==> config.mk <==
export PLATFORM = sky130hd
export DESIGN_NAME = pipe_hazard_ctrl
export DESIGN_NICKNAME = d
export VERILOG_FILES = /design/src/rtl/pipe_hazard_ctrl.sv
export SDC_FILE = /design/constraint.sdc
export NUM_CORES = 1
export LEC_CHECK = 0
export CAP_MARGIN = 20
export CORE_MARGIN = 2
export CORE_UTILIZATION = 35
export CTS_CLUSTER_SIZE = 28
export DETAILED_ROUTE_END_ITERATION = 10
export PLACE_DENSITY_LB_ADDON = 0.1
export SLEW_MARGIN = 20
export SYNTH_ARGS = -nofsm -noshare
export SYNTH_HDL_FRONTEND = slang
export SYNTH_SLANG_ARGS = --single-unit
==> constraint.sdc <==
create_clock -name clk -period 2.1 [get_ports clk]
set_input_delay 0.42 -clock clk [delete_from_list [all_inputs] [get_ports clk]]
set_output_delay 0.42 -clock clk [all_outputs]
set_load 0.1 [all_outputs]
==> src/rtl/pipe_hazard_ctrl.sv <==
// pipe_hazard_ctrl: stall/flush controller for the 5-stage pipeline with a memory-wait FSM
// Define PIPE_CTRL_PERF_EN to build the stall/load-use/flush performance counters.
module pipe_hazard_ctrl #(
    parameter int unsigned MEM_TIMEOUT = 255
) (
    input  logic        clk,
    input  logic        rstn,
    input  logic [4:0]  id_rs1,
    input  logic [4:0]  id_rs2,
    input  logic        id_uses_rs1,
    input  logic        id_uses_rs2,
    input  logic [4:0]  ex_rd,
    input  logic        ex_mem_read,
    input  logic        ex_redirect,
    input  logic        mem_req,
    input  logic        mem_ready,
    output logic        pc_en,
    output logic        if_id_en,
    output logic        if_id_flush,
    output logic        id_ex_en,
    output logic        id_ex_flush,
    output logic        ex_mem_en,
    output logic        mem_wb_flush,
    output logic        mem_busy,
    output logic        mem_fault,
    output logic [31:0] stall_cycles,
    output logic [31:0] loaduse_count,
    output logic [31:0] flush_count
);
    typedef enum logic {RUN, MEM_WAIT} state_t;

    state_t      state_q, state_d;
    logic [15:0] cnt_q, cnt_d;
    logic        fault_q, fault_d;
    logic        in_wait, timeout_hit, mem_stall, load_use;

    assign in_wait     = state_q == MEM_WAIT;
    assign timeout_hit = in_wait & (cnt_q == 16'(MEM_TIMEOUT - 1)) & ~mem_ready;
    assign mem_stall   = (~in_wait & mem_req & ~mem_ready) | (in_wait & ~mem_ready & ~timeout_hit);
    assign load_use    = ex_mem_read & (ex_rd != 5'd0) &
                         ((id_uses_rs1 & (id_rs1 == ex_rd)) | (id_uses_rs2 & (id_rs2 == ex_rd)));
    assign mem_busy    = rstn & in_wait;
    assign mem_fault   = fault_q;

    // Pipeline control: reset bubbles, then memory stall > redirect > load-use > run
    always_comb begin
        pc_en        = 1'b1;
        if_id_en     = 1'b1;
        if_id_flush  = 1'b0;
        id_ex_en     = 1'b1;
        id_ex_flush  = 1'b0;
        ex_mem_en    = 1'b1;
        mem_wb_flush = 1'b0;
        if (!rstn) begin
            pc_en        = 1'b0;
            if_id_en     = 1'b0;
            id_ex_en     = 1'b0;
            ex_mem_en    = 1'b0;
            if_id_flush  = 1'b1;
            id_ex_flush  = 1'b1;
            mem_wb_flush = 1'b1;
        end else if (mem_stall) begin
            pc_en        = 1'b0;
            if_id_en     = 1'b0;
            id_ex_en     = 1'b0;
            ex_mem_en    = 1'b0;
            mem_wb_flush = 1'b1;
        end else if (ex_redirect) begin
            if_id_flush  = 1'b1;
            id_ex_flush  = 1'b1;
        end else if (load_use) begin
            pc_en        = 1'b0;
            if_id_en     = 1'b0;
            id_ex_flush  = 1'b1;
        end
    end

    // Memory-wait FSM next state, timeout counter and sticky fault
    always_comb begin
        state_d = state_q;
        cnt_d   = 16'd0;
        fault_d = fault_q | timeout_hit;
        case (state_q)
            RUN:      state_d = (mem_req & ~mem_ready) ? MEM_WAIT : RUN;
            MEM_WAIT: begin
                cnt_d   = cnt_q + 16'd1;
                state_d = (mem_ready | timeout_hit) ? RUN : MEM_WAIT;
            end
            default:  state_d = RUN;
        endcase
    end

    // FSM state, timeout counter and fault registers
    always_ff @(posedge clk) begin
        if (!rstn) begin
            state_q <= RUN;
            cnt_q   <= 16'd0;
            fault_q <= 1'b0;
        end else begin
            state_q <= state_d;
            cnt_q   <= cnt_d;
            fault_q <= fault_d;
        end
    end

`ifdef PIPE_CTRL_PERF_EN
    logic [31:0] stall_q, stall_d, lu_q, lu_d, fl_q, fl_d;

    assign stall_d = stall_q + {31'd0, ~pc_en};
    assign lu_d    = lu_q + {31'd0, ~mem_stall & ~ex_redirect & load_use};
    assign fl_d    = fl_q + {31'd0, ~mem_stall & ex_redirect};

    assign stall_cycles  = stall_q;
    assign loaduse_count = lu_q;
    assign flush_count   = fl_q;

    // Free-running wrapping perf counters
    always_ff @(posedge clk) begin
        if (!rstn) begin
            stall_q <= 32'd0;
            lu_q    <= 32'd0;
            fl_q    <= 32'd0;
        end else begin
            stall_q <= stall_d;
            lu_q    <= lu_d;
            fl_q    <= fl_d;
        end
    end
`else
    assign stall_cycles  = 32'd0;
    assign loaduse_count = 32'd0;
    assign flush_count   = 32'd0;
`endif

endmodule

==> metrics <==
status finished, violations left; violated checks setup timing; logic gate share of total power 60.8%; Sw Share 62.17%; Layout Cells excl Fill 321; proportion of layout cells with a drive suffix above 1 between 10% and 20%; leakage power 0.9630 nW; area growth from synthesis to layout 17.57%; DP HPWL about 2.4 mm; fin crit period 2.227 ns; final count of negative-setup-slack endpoints 5; Starting Density 36.48%; pwr/cell area between 700 and 800 nW/µm²; setup tns final -0.4013 ns; data required time of the worst path 1.68 ns; core area approximately 4700 µm²; gr ovfl total 0; fin util 42.89%; Psw 0.9973 mW; first-pass GRT wire length 4.236 mm; clock skew 0.002302 ns; proportion of power drawn by the clock network 17.8%; reg2reg start cnt_q[3]; unrepaired setup endpoints after global routing true; Boundary Pins approximately 130; Power Internal 0.6068 mW; final net count between 200 and 300; most common cell after layout, fill and taps aside conb_1; drt total wl 3.049 mm; worst setup path class input port to primary output; GRT Total Usage about a tenth; CTS Sinks 18; Distinct cells, synth 33; hold_buf cts 0; endpoints failing hold 0; hold crit path type register to register; Seq pwr share between 20% and 30%; syn avg cell area 8.127 µm²; Seq/Total Area, Yosys a little over a fifth; Cells after Synth 212; routed vias/inst 3.623; Final Cycle Share 106.0%; Critical Path Sink pc_en; die area 5500 µm²; FF+latch count, synth 18; average wire per standard cell 9.498 µm; # diodes 0; max frequency 0.4491 GHz; largest net degree at the start of global routing 17; Final WS setup -0.1265 ns; CP Launch Type input port; synth warn 0; Die W 74.16 µm; Peak supply drop approximately 0.00038 V; Mapped Area 1723 µm²; CTS tree built; H-tree levels 1; CTS root buf clkbuf_8; most frequent cells in the layout conb_1, xor2_1, nor2_1, dfxtp_1, buf_4; FP Rows 25; TritonCTS Buffers 3; dpl cells 316; worst flop-to-flop path endpoint cnt_q[14]; antenna violations before repair 0; gpl congestion 0.7078; worst reg2reg setup slack roughly 0.60 ns; router iterations before antenna repair 4; Pins Over Slew Limit 0; Clock Latency Late Sink 0.26 ns; CP Capture Type primary output; DR vias ~1200; vias in the first global route 912; Final ANT Viol Nets 0; Post-route DRC 0; filler instances around 480; max capacitance violation total 0; worst reg-to-reg path cell count 5; critical path arrival 1.81 ns; CP Max Fanout 3; Min Hold Slack 0.4772 ns; Die Y between 70 and 80 µm; IO Port Bufs 31; crit path from ex_rd[3]; initial DRC count 18; clock tree buffer depth 2; clock slew at reported path FFs 0.07 ns
registers in the layout, indices dropped and copies added, names as in the netlist:
register and flops:
cnt_q 16, in_wait 1, mem_fault 1
power by group through the flow:
stage | clock, mW | combinational, mW | sequential [mW]
floorplan | 0 | 1.01 | 0.352
global placement | 0 | 0.974 | 0.352
detailed placement | 0 | 0.974 | 0.352
CTS | 0.304 | 0.974 | 0.344
global route | 0.311 | 0.999 | 0.343
finish | 0.286 | 0.975 | 0.343
final cells by class:
cell class / instances / area (µm²) / share of cell area, %
inverter: 8 / 32.53 / 1.606
timing repair buffer: 43 / 454.2 / 22.42
multi-input combinational: 181 / 1032 / 50.96
sequential: 18 / 367.9 / 18.16
clock buffer: 4 / 55.05 / 2.718
tap: 67 / 83.83 / 4.138
metal layers:
metal	vias to the layer above	track usage, %	routed length [µm]
li1	578	-	-
met1	513	11.25	1193
met2	68	17.46	1507
met3	4	2.575	299
met4	0	6.061	48
met5	-	0	0
synthesized netlist by cell type, drive strengths merged:
| library cell | n | area [µm²] |
|---|---|---|
| inv | 8 | 30.03 |
| nor4 | 3 | 18.77 |
| nand2 | 5 | 18.77 |
| a32oi | 1 | 8.760 |
| o21ai | 6 | 30.03 |
| o31ai | 1 | 12.51 |
| a21oi | 5 | 25.02 |
| and3 | 1 | 6.260 |
| nand3 | 5 | 25.02 |
| nor4bb | 2 | 20.02 |
| and4 | 3 | 28.78 |
| conb | 1 | 3.750 |
| dfxtp | 18 | 360.4 |
| buf | 99 | 747.0 |
| nor2 | 15 | 56.30 |
| clkbuf | 1 | 3.750 |
| ha | 2 | 25.02 |
| o21ba | 1 | 10.01 |
| nand4 | 5 | 52.55 |
| or4 | 1 | 7.510 |
| xnor2 | 4 | 35.03 |
| or3 | 5 | 31.28 |
| xor2 | 16 | 140.1 |
| o21a | 1 | 7.510 |
| and2 | 2 | 12.52 |
| o22ai | 1 | 6.260 |
critical path: stages:
cell and delay [ns]:
clkdlybuf4s15_2 0.21, or4_1 0.53, o21a_1 0.22, nand2_1 0.08, o21ba_4 0.17, buf_12 0.18
how the worst min path moves through the flow:
stage                    from         to  slack [ns]  cells past startpoint
floorplan            cnt_q[0]   cnt_q[0]        0.40                      1
detailed placement   cnt_q[0]   cnt_q[0]        0.42                      1
global placement     cnt_q[0]   cnt_q[0]        0.42                      1
finish              mem_fault  mem_fault        0.48                      2
CTS                 mem_fault  mem_fault        0.49                      2
global route        mem_fault  mem_fault        0.52                      2
stage by stage:
step | total power, mW | cell area (µm²) | setup WS (ns)
after floorplan | 1.358 | 2123 | -1.212
after global placement | 1.326 | 1914 | -0.3922
after detailed placement | 1.326 | 1914 | -0.4188
after CTS | 1.623 | 2017 | -0.1294
after global routing | 1.652 | 2026 | -0.1714
final | 1.604 | 2026 | -0.1265
cell families after synthesis:
group / after synthesis / share of synthesized area [%]
buffers and inverters: 108 / 45.32
AO/OA/AOI/OAI: 16 / 5.810
AND/OR/NAND/NOR: 47 / 16.12
XOR/XNOR: 20 / 10.17
flip-flops: 18 / 20.92
other: 1 / 0.2177
adder cells (fa/ha/maj): 2 / 1.452
timing repair:
| action | 4_1_cts | 5_1_grt |
|---|---|---|
| gates resized for setup | 33 | 6 |
| pin swaps | 13 | 6 |
| endpoints found under the hold margin | 0 | 0 |
| gates cloned | 0 | 0 |
| setup endpoints to repair | 7 | 7 |
| buffers inserted | 2 | 0 |
Note: power is estimated with default switching activity, not from simulation.
